===== src/rtl/cpu_types_pkg.sv =====
// Shared CPU/memory types. Only the RAM handshake state is needed by the arbiter.
package cpu_types_pkg;
  typedef enum logic [1:0] {
    FREE   = 2'd0,
    BUSY   = 2'd1,
    ACCESS = 2'd2,
    ERROR  = 2'd3
  } ramstate_t;
endpackage


===== src/rtl/ram_rr_arbiter_pkg.sv =====
// Types and helpers local to the RAM round-robin arbiter.
package ram_rr_arbiter_pkg;
  typedef enum logic {
    IDLE  = 1'b0,
    GRANT = 1'b1
  } arb_state_t;

  localparam int STAT_W = 16;

  // Saturating increment for the optional statistics counters.
  function automatic logic [STAT_W-1:0] sat_inc16(input logic [STAT_W-1:0] v);
    return (v == {STAT_W{1'b1}}) ? v : v + 16'd1;
  endfunction
endpackage


===== src/rtl/ram_rr_arbiter_if.sv =====
// Requester and RAM-side bundle for ram_rr_arbiter.
// slave = arbiter view, master = environment (caches + RAM model) view.
interface ram_rr_arbiter_if #(
  parameter int NREQ   = 4,
  parameter int ADDR_W = 32,
  parameter int DATA_W = 32
);
  import cpu_types_pkg::*;

  logic [NREQ-1:0]        req_ren;
  logic [NREQ-1:0]        req_wen;
  logic [NREQ-1:0]        req_lock;
  logic [NREQ*ADDR_W-1:0] req_addr;
  logic [NREQ*DATA_W-1:0] req_store;
  logic [NREQ-1:0]        req_wait;
  logic [DATA_W-1:0]      req_load;
  logic                   grant_valid;
  logic [$clog2(NREQ)-1:0] grant_idx;
  logic                   ramREN;
  logic                   ramWEN;
  logic [ADDR_W-1:0]      ramaddr;
  logic [DATA_W-1:0]      ramstore;
  logic [DATA_W-1:0]      ramload;
  ramstate_t              ramstate;
  logic                   err_sticky;

  modport slave (
    input  req_ren, req_wen, req_lock, req_addr, req_store, ramload, ramstate,
    output req_wait, req_load, grant_valid, grant_idx,
           ramREN, ramWEN, ramaddr, ramstore, err_sticky
  );

  modport master (
    output req_ren, req_wen, req_lock, req_addr, req_store, ramload, ramstate,
    input  req_wait, req_load, grant_valid, grant_idx,
           ramREN, ramWEN, ramaddr, ramstore, err_sticky
  );
endinterface


===== src/rtl/ram_rr_arbiter_rr_pick.sv =====
// Rotating-priority encoder: first set bit of req searching start, start+1, ...
// N must be a power of two so the index add wraps naturally.
module rr_pick #(
  parameter int N  = 4,
  parameter int IW = (N > 1) ? $clog2(N) : 1
) (
  input  logic [N-1:0]  req,
  input  logic [IW-1:0] start,
  output logic          found,
  output logic [IW-1:0] idx
);
  logic [IW-1:0] cand;

  // Scan from farthest to nearest offset so the nearest active index wins.
  always_comb begin
    found = 1'b0;
    idx   = start;
    cand  = '0;
    for (int k = N - 1; k >= 0; k--) begin
      cand = start + IW'(k);
      if (req[cand]) begin
        found = 1'b1;
        idx   = cand;
      end
    end
  end
endmodule


===== src/rtl/ram_rr_arbiter.sv =====
// Round-robin arbiter sharing one RAM port between NREQ requesters.
// Locked bursts are capped at MAX_BURST beats per grant; one IDLE bubble
// separates consecutive grants. Define ARB_STATS_EN to add grant and
// max-wait statistics ports.
module ram_rr_arbiter
  import ram_rr_arbiter_pkg::*;
  import cpu_types_pkg::*;
#(
  parameter int NREQ      = 4,
  parameter int MAX_BURST = 2,
  parameter int ADDR_W    = 32,
  parameter int DATA_W    = 32
) (
  input  logic CLK,
  input  logic nRST,
  ram_rr_arbiter_if.slave bus
`ifdef ARB_STATS_EN
  ,
  output logic [NREQ*16-1:0] stat_grants,
  output logic [15:0]        stat_maxwait
`endif
);
  localparam int IW = $clog2(NREQ);
  localparam int BW = $clog2(MAX_BURST + 1);

  arb_state_t      state;
  logic [IW-1:0]   rr_ptr;
  logic [IW-1:0]   gidx;
  logic [BW-1:0]   beat_cnt;
  logic            gvalid;
  logic            err_q;

  logic [NREQ-1:0] active;
  logic            pick_found;
  logic [IW-1:0]   pick_idx;
  logic            g_active;
  logic            beat_done;
  logic            more_beats;

  assign active     = bus.req_ren | bus.req_wen;
  assign g_active   = active[gidx];
  assign beat_done  = (bus.ramstate == ACCESS) || (bus.ramstate == ERROR);
  assign more_beats = bus.req_lock[gidx] && ((beat_cnt + BW'(1)) < BW'(MAX_BURST));

  rr_pick #(.N(NREQ), .IW(IW)) u_pick (
    .req   (active),
    .start (rr_ptr),
    .found (pick_found),
    .idx   (pick_idx)
  );

  assign bus.grant_valid = gvalid;
  assign bus.grant_idx   = gidx;
  assign bus.err_sticky  = err_q;
  assign bus.req_load    = bus.ramload;

  // RAM port follows the granted requester's live inputs; everything idle otherwise.
  always_comb begin
    bus.ramREN   = 1'b0;
    bus.ramWEN   = 1'b0;
    bus.ramaddr  = '0;
    bus.ramstore = '0;
    bus.req_wait = '1;
    if (state == GRANT) begin
      bus.ramWEN         = bus.req_wen[gidx];
      bus.ramREN         = bus.req_ren[gidx] & ~bus.req_wen[gidx];
      bus.ramaddr        = bus.req_addr[gidx*ADDR_W +: ADDR_W];
      bus.ramstore       = bus.req_store[gidx*DATA_W +: DATA_W];
      bus.req_wait[gidx] = ~beat_done;
    end
  end

  // Arbitration FSM: pick in IDLE, hold for a beat or a capped locked burst.
  always_ff @(posedge CLK or negedge nRST) begin
    if (!nRST) begin
      state    <= IDLE;
      rr_ptr   <= '0;
      gidx     <= '0;
      beat_cnt <= '0;
      gvalid   <= 1'b0;
      err_q    <= 1'b0;
    end else begin
      case (state)
        IDLE: begin
          if (pick_found) begin
            state    <= GRANT;
            gidx     <= pick_idx;
            beat_cnt <= '0;
            gvalid   <= 1'b1;
          end
        end
        GRANT: begin
          if (!g_active) begin
            state  <= IDLE;
            gvalid <= 1'b0;
            rr_ptr <= gidx + IW'(1);
          end else if (beat_done) begin
            beat_cnt <= beat_cnt + BW'(1);
            if (bus.ramstate == ERROR) err_q <= 1'b1;
            if (!more_beats) begin
              state  <= IDLE;
              gvalid <= 1'b0;
              rr_ptr <= gidx + IW'(1);
            end
          end
        end
        default: begin
          state  <= IDLE;
          gvalid <= 1'b0;
        end
      endcase
    end
  end

`ifdef ARB_STATS_EN
  logic [NREQ-1:0][15:0] grants_q;
  logic [NREQ-1:0][15:0] wait_q;
  logic [15:0]           maxw_q;
  logic [15:0]           wait_max;

  // Longest current wait run across requesters, folded with the recorded max.
  always_comb begin
    wait_max = maxw_q;
    for (int i = 0; i < NREQ; i++)
      if (wait_q[i] > wait_max) wait_max = wait_q[i];
  end

  // Per-requester grant counts and wait-run lengths, all saturating.
  always_ff @(posedge CLK or negedge nRST) begin
    if (!nRST) begin
      grants_q <= '0;
      wait_q   <= '0;
      maxw_q   <= '0;
    end else begin
      for (int i = 0; i < NREQ; i++) begin
        if (state == IDLE && pick_found && pick_idx == IW'(i))
          grants_q[i] <= sat_inc16(grants_q[i]);
        if (active[i] && !(gvalid && gidx == IW'(i)))
          wait_q[i] <= sat_inc16(wait_q[i]);
        else
          wait_q[i] <= '0;
      end
      maxw_q <= wait_max;
    end
  end

  assign stat_grants  = grants_q;
  assign stat_maxwait = maxw_q;
`endif
endmodule


===== src/flat_wrapper.sv =====
// flat-port wrapper written by rule: the top's interface ports become plain ports
module ram_rr_arbiter_flat import ram_rr_arbiter_pkg::*; import cpu_types_pkg::*;
#(
  parameter int NREQ      = 4,
  parameter int MAX_BURST = 2,
  parameter int ADDR_W    = 32,
  parameter int DATA_W    = 32
)
  (CLK, nRST, bus_req_ren, bus_req_wen, bus_req_lock, bus_req_addr, bus_req_store, bus_ramload, bus_ramstate, bus_req_wait, bus_req_load, bus_grant_valid, bus_grant_idx, bus_ramREN, bus_ramWEN, bus_ramaddr, bus_ramstore, bus_err_sticky);
  ram_rr_arbiter_if #(.NREQ(NREQ), .ADDR_W(ADDR_W), .DATA_W(DATA_W)) bus_i ();
  input  logic CLK;
  input  logic nRST;
  input wire logic [$bits(bus_i.req_ren)-1:0] bus_req_ren;
  input wire logic [$bits(bus_i.req_wen)-1:0] bus_req_wen;
  input wire logic [$bits(bus_i.req_lock)-1:0] bus_req_lock;
  input wire logic [$bits(bus_i.req_addr)-1:0] bus_req_addr;
  input wire logic [$bits(bus_i.req_store)-1:0] bus_req_store;
  input wire logic [$bits(bus_i.ramload)-1:0] bus_ramload;
  input wire logic [$bits(bus_i.ramstate)-1:0] bus_ramstate;
  output wire logic [$bits(bus_i.req_wait)-1:0] bus_req_wait;
  output wire logic [$bits(bus_i.req_load)-1:0] bus_req_load;
  output wire logic [$bits(bus_i.grant_valid)-1:0] bus_grant_valid;
  output wire logic [$bits(bus_i.grant_idx)-1:0] bus_grant_idx;
  output wire logic [$bits(bus_i.ramREN)-1:0] bus_ramREN;
  output wire logic [$bits(bus_i.ramWEN)-1:0] bus_ramWEN;
  output wire logic [$bits(bus_i.ramaddr)-1:0] bus_ramaddr;
  output wire logic [$bits(bus_i.ramstore)-1:0] bus_ramstore;
  output wire logic [$bits(bus_i.err_sticky)-1:0] bus_err_sticky;
  assign bus_i.req_ren = bus_req_ren;
  assign bus_i.req_wen = bus_req_wen;
  assign bus_i.req_lock = bus_req_lock;
  assign bus_i.req_addr = bus_req_addr;
  assign bus_i.req_store = bus_req_store;
  assign bus_i.ramload = bus_ramload;
  assign bus_i.ramstate = bus_ramstate;
  assign bus_req_wait = bus_i.req_wait;
  assign bus_req_load = bus_i.req_load;
  assign bus_grant_valid = bus_i.grant_valid;
  assign bus_grant_idx = bus_i.grant_idx;
  assign bus_ramREN = bus_i.ramREN;
  assign bus_ramWEN = bus_i.ramWEN;
  assign bus_ramaddr = bus_i.ramaddr;
  assign bus_ramstore = bus_i.ramstore;
  assign bus_err_sticky = bus_i.err_sticky;
  ram_rr_arbiter #(.NREQ(NREQ), .MAX_BURST(MAX_BURST), .ADDR_W(ADDR_W), .DATA_W(DATA_W)) u_core (.CLK(CLK), .nRST(nRST), .bus(bus_i));
endmodule

===== config.mk =====
export PLATFORM = sky130hd
export DESIGN_NAME = ram_rr_arbiter_flat
export DESIGN_NICKNAME = d
export VERILOG_FILES = /design/src/rtl/cpu_types_pkg.sv /design/src/rtl/ram_rr_arbiter_pkg.sv /design/src/rtl/ram_rr_arbiter_if.sv /design/src/rtl/ram_rr_arbiter_rr_pick.sv /design/src/rtl/ram_rr_arbiter.sv /design/src/flat_wrapper.sv
export SDC_FILE = /design/constraint.sdc
export NUM_CORES = 1
export LEC_CHECK = 0
export ABC_AREA = 1
export CAP_MARGIN = 25
export CORE_AREA = 2 2 160 162
export DETAILED_ROUTE_END_ITERATION = 7
export DIE_AREA = 0 0 162 164
export PLACE_DENSITY_LB_ADDON = 0.12
export SETUP_SLACK_MARGIN = 0.1
export SYNTH_ARGS = -nofsm -noshare
export SYNTH_HDL_FRONTEND = slang
export SYNTH_SLANG_ARGS = --single-unit

===== constraint.sdc =====
create_clock -name CLK -period 1.78 [get_ports CLK]
set_input_delay 0.445 -clock CLK [delete_from_list [all_inputs] [get_ports CLK]]
set_output_delay 0.445 -clock CLK [all_outputs]
set_load 0.05 [all_outputs]

=== Word level (Yosys, flattened, before mapping) ===
Index checks and enable logic that the tools add are counted.

* $add $sub $neg: 5
* $lt $le $gt $ge: 7
* Shift operators: 2
* Equality and inequality tests: 9
* Reductions and logical operators: 8
* Muxes and demuxes: 48
* Bitwise gates (word level): 7

{| class="wikitable"
|+ Operator list
! cell !! count
|-
| $shiftx A128 B8 Y32 || 2
|-
| $mux W32 || 2
|-
| $mux W1 || 23
|-
| $mux W2 || 10
|-
| $bmux W1 S2 || 8
|-
| $lt A2 B3 Y1 const B || 5
|-
| $reduce_and A3 Y1 || 3
|-
| $ne A2 B2 Y1 const B || 4
|-
| $or A4 B4 Y4 || 2
|-
| $add A2 B1 Y2 const B || 3
|-
| $ne A3 B3 Y1 const B || 2
|-
| $add A2 B2 Y2 const B || 2
|-
| $eq A2 B2 Y1 const B || 2
|-
| $mux W4 || 1
|-
| $not A4 Y4 || 1
|-
| $pmux W1 S2 || 2
|-
| $pmux W2 S2 || 1
|-
| $reduce_and A4 Y1 || 1
|-
| $not A1 Y1 || 3
|-
| $demux W1 S2 || 1
|-
| $ge A2 B1 Y1 const B || 1
|-
| $logic_and A1 B1 Y1 || 2
|-
| $lt A2 B2 Y1 const B || 1
|-
| $ne A2 B1 Y1 const B || 1
|-
| other kinds (3) || 3
|}

* Bits in registers: 9
* Bits of input ports: 304
* Word-level logic and storage cells: 92

=== Longest topological paths before layout ===
Gate-level depths: netlist of run 1.

* Depth in word-level cells: 9
* Depth in mapped cells: 12

=== Hierarchy ===
A second synthesis of run 1 with hierarchy kept.

* Cell total of the unflattened synthesis: 684
* Area total of the unflattened synthesis: 3354.5 sq um

{| class="wikitable"
|+ By module, submodules not included
! module !! cells each !! area each (sq um) !! times used
|-
| ram_rr_arbiter || 631 || 3120.5 || 1
|-
| rr_pick || 53 || 234.0 || 1
|}

=== Least setup slack after synthesis of run 1 ===
OpenSTA, ideal clock, no wires.

* Path kind: register to output
* Start point: register u_core.gidx[1], in the netlist u_core.bus.grant_idx[1]
* End point: output port bus_ramaddr[15]
* Required time: 1.335 ns
* Stages on the path, launching flop included: 8
* Buffers on the path: 3
* Path slack: -0.848 ns
* Arrival time: 2.183 ns
* Cells stage by stage: dfrtp_1 > buf_4 > inv_2 > buf_2 > buf_2 > nor2_1 > o21ai_0 > a21oi_1

* Word-level cells in the longest chain between the ends: 2

{| class="wikitable"
|+ RTL lines
! what !! line !! RTL
|-
| start: declaration || ram_rr_arbiter.sv:28 || <nowiki>logic [IW-1:0] gidx;</nowiki>
|-
| start signal: assignment || ram_rr_arbiter.sv:87 || <nowiki>gidx <= pick_idx;</nowiki>
|-
| $shiftx A128 B8 Y32 || ram_rr_arbiter.sv:67 || <nowiki>bus.ramaddr = bus.req_addr[gidx*ADDR_W +: ADDR_W];</nowiki>
|-
| $mux W32 || ram_rr_arbiter.sv:64 || <nowiki>if (state == GRANT) begin</nowiki>
|-
| end: declaration || flat_wrapper.sv:26 || <nowiki>output wire logic [$bits(bus_i.ramaddr)-1:0] bus_ramaddr;</nowiki>
|}

No other way between the ends.

=== Worst setup path in the final report of run 1 ===
* Start point: register u_core.gidx[0], in the netlist u_core.bus.grant_idx[0]
* End point: output port bus_ramaddr[17]

The elaborated chain is that of the path after synthesis.

==> flow_summary.toml, run 1 <==
[timing]
fin_ws_ps = -343
relSlewSlack_pct = 69.5
finalHoldViolCount = 0
fin_crit_ps = 2120
slew_violations = 0
grt_setup_unrepaired = "true"
tightest_slew_ps = 456
setup_viol = 71
fin_crit_sh_pct = 119
fin_setup_tns_ps = -21560
finalClockSkew_ps = 2.69
fmax_mhz = 471

[critical_path]
arrival_ps = 1680
cp_max_fo = 11
critPathBufInv = 3
path_class = "flop to primary output"
r2r_start = "u_core.bus.grant_idx[0]$_DFFE_PN0P_"
start_kind = "flop"
path_common_cell = "buf_12"
r2r_setup_slack_ps = 20
reg2reg_to = "u_core.beat_cnt[1]$_DFFE_PN0P_"
cpPeakStageDelay_ps = 520
cpLargestDelayFamily = "flip-flops"
crit_chain = "buf_12, buf_12, nor2_1, nor2_1, o21ai_2, a21oi_4, buf_12"
end_kind = "primary output"
cp.required_ps = 1330
slowest_stage = "dfrtp_4"
r2r_cells = 10

[route]
dr.pass1.iters = 6
ant_nets = 0
drtIter0Drc = 172
vias = 5647
routed_via_density = 4.20
wl_per_cell_um = 17.4
drc = 0
wl_um = 23400

[synthesis]
synth_fp_nets = 967
avgSynthCellArea_um2 = 4.95
synthDistinctLibCells = 30
synth_warnings = 0
yosysSeqAreaShare_pct = 6.91
syn_inst = 659
yosys_register_bits = 9
synth_largest_area_cell = "nor2_1"
synth_top_area_share_pct = 30.6
ys_top_cells_by_area = "nor2_1 (31%), o21ai_0 (14%), a21oi_1 (10%), buf_4 (7.8%), o21ai_1 (7.5%)"
syn_area_um2 = 3260

[floorplanning]
die_h_um = 164
start_util_pct = 13.1
die-area_um2 = 26600
die_x_um = 162
io-pin-count = 410
core_um2 = 24800
num_rows = 58

[global_routing]
grt_antenna_before_repair = 1
grtUsageTotal_pct = 15.6
overflow = 0
grt_pass1_wl_um = 32500
grt_pass1_vias = 5533
grt_start_max_net_pins = 41

[clock_network]
cts_hold_buf = 0
cts_tree = "done"
insertion_delay_ps = 230
clockBufferDepth = 2
cts.sinks = 9
ctsRootBufferMaster = "clkbuf_16"
path_clk_slew_ps = 40
cts_made_buffers = 3
htreeDepth = 1

[pwr]
ir_drop_v = 0.000985
p_leak_nw = 3.87
power.density_nw_per_um2 = 2090
total_power_mw = 21.3

[place]
io_buffer_count = 345
dp_cells = 1315
place.gp.congestion = 0.787
dpl.hpwl_um = 17100

[outcome]
violations = "setup timing"
outcome = "finished with violations"

[run]
drv_cap = 0

[min_path]
whs_endpoint = "u_core.bus.err_sticky$_DFFE_PN0P_"
hold_class = "flop to flop"
hold_start = "u_core.bus.err_sticky$_DFFE_PN0P_"
holdPathStages = 1

[final_layout]
diodes = 0
drive_above_1_share_pct = 43.9
nets = 1324
syn_to_final_growth_pct = 213
fillers = 2536
stdcell_count = 1345
synth_stat cells, drive strengths merged:
cell	count
nand3	13
xnor2	2
xor2	1
clkbuf	23
ha	4
inv	9
clkinv	1
buf	62
nand2	57
dfrtp	9
a31oi	1
o22ai	1
o21ai	138
nor2	268
or2	2
a32o	1
a31o	1
a21oi	66
cell families after synthesis:
group	Yosys count	share of synthesized area, %
AND/OR/NAND/NOR	340	40.3
AO/OA/AOI/OAI	208	32.5
buffers and inverters	95	18.0
flip-flops	9	6.91
adder cells (fa/ha/maj)	4	1.54
XOR/XNOR	3	0.806
per-layer routing:
layer / global-route usage [%] / share of wire [%] / up-vias
met5: 0 / 0.055 / -
met4: 2.17 / 1.4 / 2
met3: 3.74 / 6.7 / 24
met2: 29.2 / 52 / 187
met1: 18.4 / 39 / 2575
li1: - / - / 2859
layout make-up:
| cell class | count | area [µm²] | area share [%] |
|---|---|---|---|
| repair buffers | 437 | 5420 | 53.2 |
| multi-input cells | 555 | 3980 | 39.1 |
| well taps | 330 | 413 | 4.05 |
| flip-flops and latches | 9 | 231 | 2.27 |
| clock buffers | 4 | 78.8 | 0.774 |
| inverters | 10 | 60.1 | 0.590 |
placed cells by master (no fill, tap or decap), drive strengths merged, types with 2 or more instances in the layout:
master | synthesis | routed
clkbuf | 23 | 10
buf | 62 | 159
a21oi | 66 | 66
ha | 4 | 4
dfrtp | 9 | 9
inv | 9 | 9
clkdlybuf4s50 | 0 | 263
o21ai | 138 | 138
nand3 | 13 | 13
dlymetal6s2s | 0 | 8
xnor2 | 2 | 2
nor2 | 268 | 268
or2 | 2 | 2
nand2 | 57 | 57
worst reg2reg max path: cells and delay by family, from the launching register on:
family | cells | cell delay, ps
simple gates | 6 | 590
flops | 1 | 550
buf+inv | 4 | 560
how the worst max path moves through the flow:
stage,from,endpoint,slack (ps),cells past startpoint
3_5_place_dp,bus_req_wen[3],bus_ramREN,-280,6
6_report,u_core.bus.grant_idx[0]$_DFFE_PN0P_,bus_ramaddr[17],-340,7
2_1_floorplan,u_core.bus.grant_idx[0]$_DFFE_PN0P_,bus_ramaddr[14],-220,7
5_1_grt,u_core.bus.grant_idx[0]$_DFFE_PN0P_,bus_ramaddr[25],-430,7
4_1_cts,u_core.bus.grant_idx[0]$_DFFE_PN0P_,bus_ramaddr[17],-370,7
3_3_place_gp,bus_req_wen[3],bus_ramREN,-270,6
timing repair:
item                                    CTS  global route
gates resized for setup                  67           217
endpoints found under the hold margin     0             0
pin swaps                                 7            69
gates cloned                              3             6
setup buffers                             6            12
endpoints found under the setup margin   81            81
report_power, final:
group	leakage (nW)	internal, mW	switching [mW]
clock network	0.0382	0.299	0.0969
logic	3.73	9.37	11.0
registers	0.104	0.306	0.200
sequential cells by signal, summed over array words and instances (netlist names):
signal / flops
u_core.bus.grant_idx: 2
u_core.rr_ptr: 2
u_core.bus.grant_valid: 1
u_core.beat_cnt: 2
u_core.state: 1
u_core.bus.err_sticky: 1
per-stage QoR:
stage / utilization [%] / hold WS, ps / instance area [µm²] / setup slack, ps
6_report: 41.0 / 481 / 10200 / -343
3_3_place_gp: 35.5 / 471 / 8810 / -272
3_5_place_dp: 35.5 / 465 / 8810 / -279
4_1_cts: 37.0 / 473 / 9180 / -370
2_1_floorplan: - / 149 / 4080 / -215
5_1_grt: 41.0 / 499 / 10200 / -433
(Power assumes the default switching activity.)
==> run 2, diff against run 1 <==
--- a/config.mk
+++ b/config.mk
@@ -11,7 +11,6 @@
 export DETAILED_ROUTE_END_ITERATION = 7
 export DIE_AREA = 0 0 162 164
 export PLACE_DENSITY_LB_ADDON = 0.12
-export SETUP_SLACK_MARGIN = 0.1
 export SYNTH_ARGS = -nofsm -noshare
 export SYNTH_HDL_FRONTEND = slang
 export SYNTH_SLANG_ARGS = --single-unit
==> flow_summary.toml, run 2 (synthesis results as in run 1) <==
[critical_path]
path_class = "flop to primary output"
slowest_stage = "dfrtp_4"
r2r_setup_slack_ps = 150
cpPeakStageDelay_ps = 540
reg2reg_to = "u_core.rr_ptr[1]$_DFFE_PN0P_"
arrival_ps = 1680
end_kind = "primary output"
cpLargestDelayFamily = "flip-flops"
r2r_start = "u_core.bus.grant_idx[0]$_DFFE_PN0P_"
start_kind = "flop"
path_common_cell = "buf_12"
critPathBufInv = 3
cp.required_ps = 1330
crit_chain = "inv_8, buf_12, nor2_1, o22ai_1, nand2_2, nor2_4, buf_12"
cp_max_fo = 8
r2r_cells = 8

[timing]
fmax_mhz = 470
slew_violations = 0
grt_setup_unrepaired = "true"
tightest_slew_ps = 424
relSlewSlack_pct = 71.7
fin_crit_sh_pct = 120
setup_viol = 70
fin_ws_ps = -349
fin_crit_ps = 2130
hold_ws_ps = 471
finalClockSkew_ps = 0.383
fin_setup_tns_ps = -20950
finalHoldViolCount = 0

[route]
wl_per_cell_um = 16.4
drc = 0
ant_nets = 0
dr.pass1.iters = 4
vias = 5461
wl_um = 21700
routed_via_density = 4.13
drtIter0Drc = 141

[final_layout]
layout_commonest_cell = "clkdlybuf4s50_1"
diodes = 0
nets = 1300
most-common-layout-cells = "clkdlybuf4s50_1 (270), nor2_1 (238), buf_12 (93)"
syn_to_final_growth_pct = 189
drive_above_1_share_pct = 33.2
fillers = 2619

[floorplanning]
num_rows = 58
start_util_pct = 13.1
io-pin-count = 410
die_x_um = 162
die_h_um = 164
core_um2 = 24800
die-area_um2 = 26600

[pwr]
power.density_nw_per_um2 = 2090
total_power_mw = 19.7
p_leak_nw = 3.54
ir_drop_v = 0.000874

[outcome]
outcome = "finished with violations"
violations = "setup timing"

[min_path]
whs_endpoint = "u_core.bus.err_sticky$_DFFE_PN0P_"
hold_start = "u_core.bus.err_sticky$_DFFE_PN0P_"
hold_class = "flop to flop"
holdPathStages = 1

[clock_network]
cts_tree = "done"
ctsRootBufferMaster = "clkbuf_16"
path_clk_slew_ps = 40
insertion_delay_ps = 240
clockBufferDepth = 2
htreeDepth = 1
cts_made_buffers = 3
cts.sinks = 9

[global_routing]
overflow = 0
grt_pass1_vias = 5298
grt_pass1_wl_um = 30500
grt_start_max_net_pins = 50
grtUsageTotal_pct = 14.6
grt_antenna_before_repair = 0

[run]
drv_cap = 0

[place]
dpl.hpwl_um = 16700
io_buffer_count = 345
place.gp.congestion = 0.799
[run 2: cell types whose count changed in the layout (fill, tap and decap cells not counted), moves of 8 or more]
cell,delta
nand2_1,+13
buf_6,-9
dlymetal6s2s_1,-8
o21ai_2,-44
nand2_2,-9
nor2_1,+28
o21ai_1,+41
nor2_2,-22
[run 2: what timing repair did]
action / 4_1_cts / 5_1_grt
hold endpoints to repair: 0 / 0
pin swaps: 2 / 4
endpoints found under the setup margin: 72 / 79
gates resized for setup: 56 / 90
setup buffers: 5 / 0
cloned: 1 / 4
hold buffers: 0 / 0
[run 2: worst register-to-register path: cells and delay by family, from the launching register on]
kind,cells,cell delay [ps]
compound gates,2,300
buf+inv,2,340
flops,1,540
simple gates,4,380
[run 2: layout make-up]
cell class / instances / area (µm²) / share of cell area (%)
repair buffers: 413 / 5060 / 53.7
multi-input cells: 555 / 3590 / 38.1
well taps: 330 / 413 / 4.38
flip-flops and latches: 9 / 230 / 2.44
clock buffers: 4 / 78.8 / 0.836
inverters: 10 / 52.6 / 0.558
[run 2: per-stage QoR]
step / cells / area, µm² / setup slack [ps] / utilization, %
floorplan: 659 / 4060 / -215 / -
global placement: 1307 / 8750 / -435 / 35.3
detailed placement: 1307 / 8750 / -423 / 35.3
CTS: 1317 / 9060 / -372 / 36.5
global route: 1321 / 9430 / -416 / 38.0
finish: 1321 / 9430 / -349 / 38.0
[run 2: layer usage]
metal	up-vias	share of wire, %	GRT usage, %
li1	2804	-	-
met1	2460	40	17.4
met2	170	53	27.4
met3	27	5.5	2.55
met4	0	2.0	3.06
met5	-	0	0
[run 2: power breakdown]
group,switching (mW),internal [mW],total [mW]
Clock,0.106,0.300,0.406
Sequential,0.162,0.303,0.465
Combinational,10.3,8.51,18.8
Total,10.6,9.11,19.7
[run 2: how the worst max path moves through the flow]
stage                            end  slack, ps  depth (start not counted)                                start
finish                    bus_ramREN       -350                          7  u_core.bus.grant_idx[0]$_DFFE_PN0P_
global route              bus_ramREN       -420                          7  u_core.bus.grant_idx[0]$_DFFE_PN0P_
CTS                   bus_ramaddr[0]       -370                          5  u_core.bus.grant_idx[0]$_DFFE_PN0P_
detailed placement  bus_ramstore[31]       -420                          6                    bus_req_store[31]
global placement    bus_ramstore[31]       -440                          6                    bus_req_store[31]
floorplan            bus_ramaddr[14]       -220                          7  u_core.bus.grant_idx[0]$_DFFE_PN0P_
==> run 3, diff against run 2 <==
--- a/config.mk
+++ b/config.mk
@@ -10,6 +10,7 @@
 export CORE_AREA = 2 2 160 162
 export DETAILED_ROUTE_END_ITERATION = 7
 export DIE_AREA = 0 0 162 164
+export HOLD_SLACK_MARGIN = 0.08
 export PLACE_DENSITY_LB_ADDON = 0.12
 export SYNTH_ARGS = -nofsm -noshare
 export SYNTH_HDL_FRONTEND = slang
==> results of run 3 <==
Same layout as run 2: the final DEF is identical, and so are final timing and power.
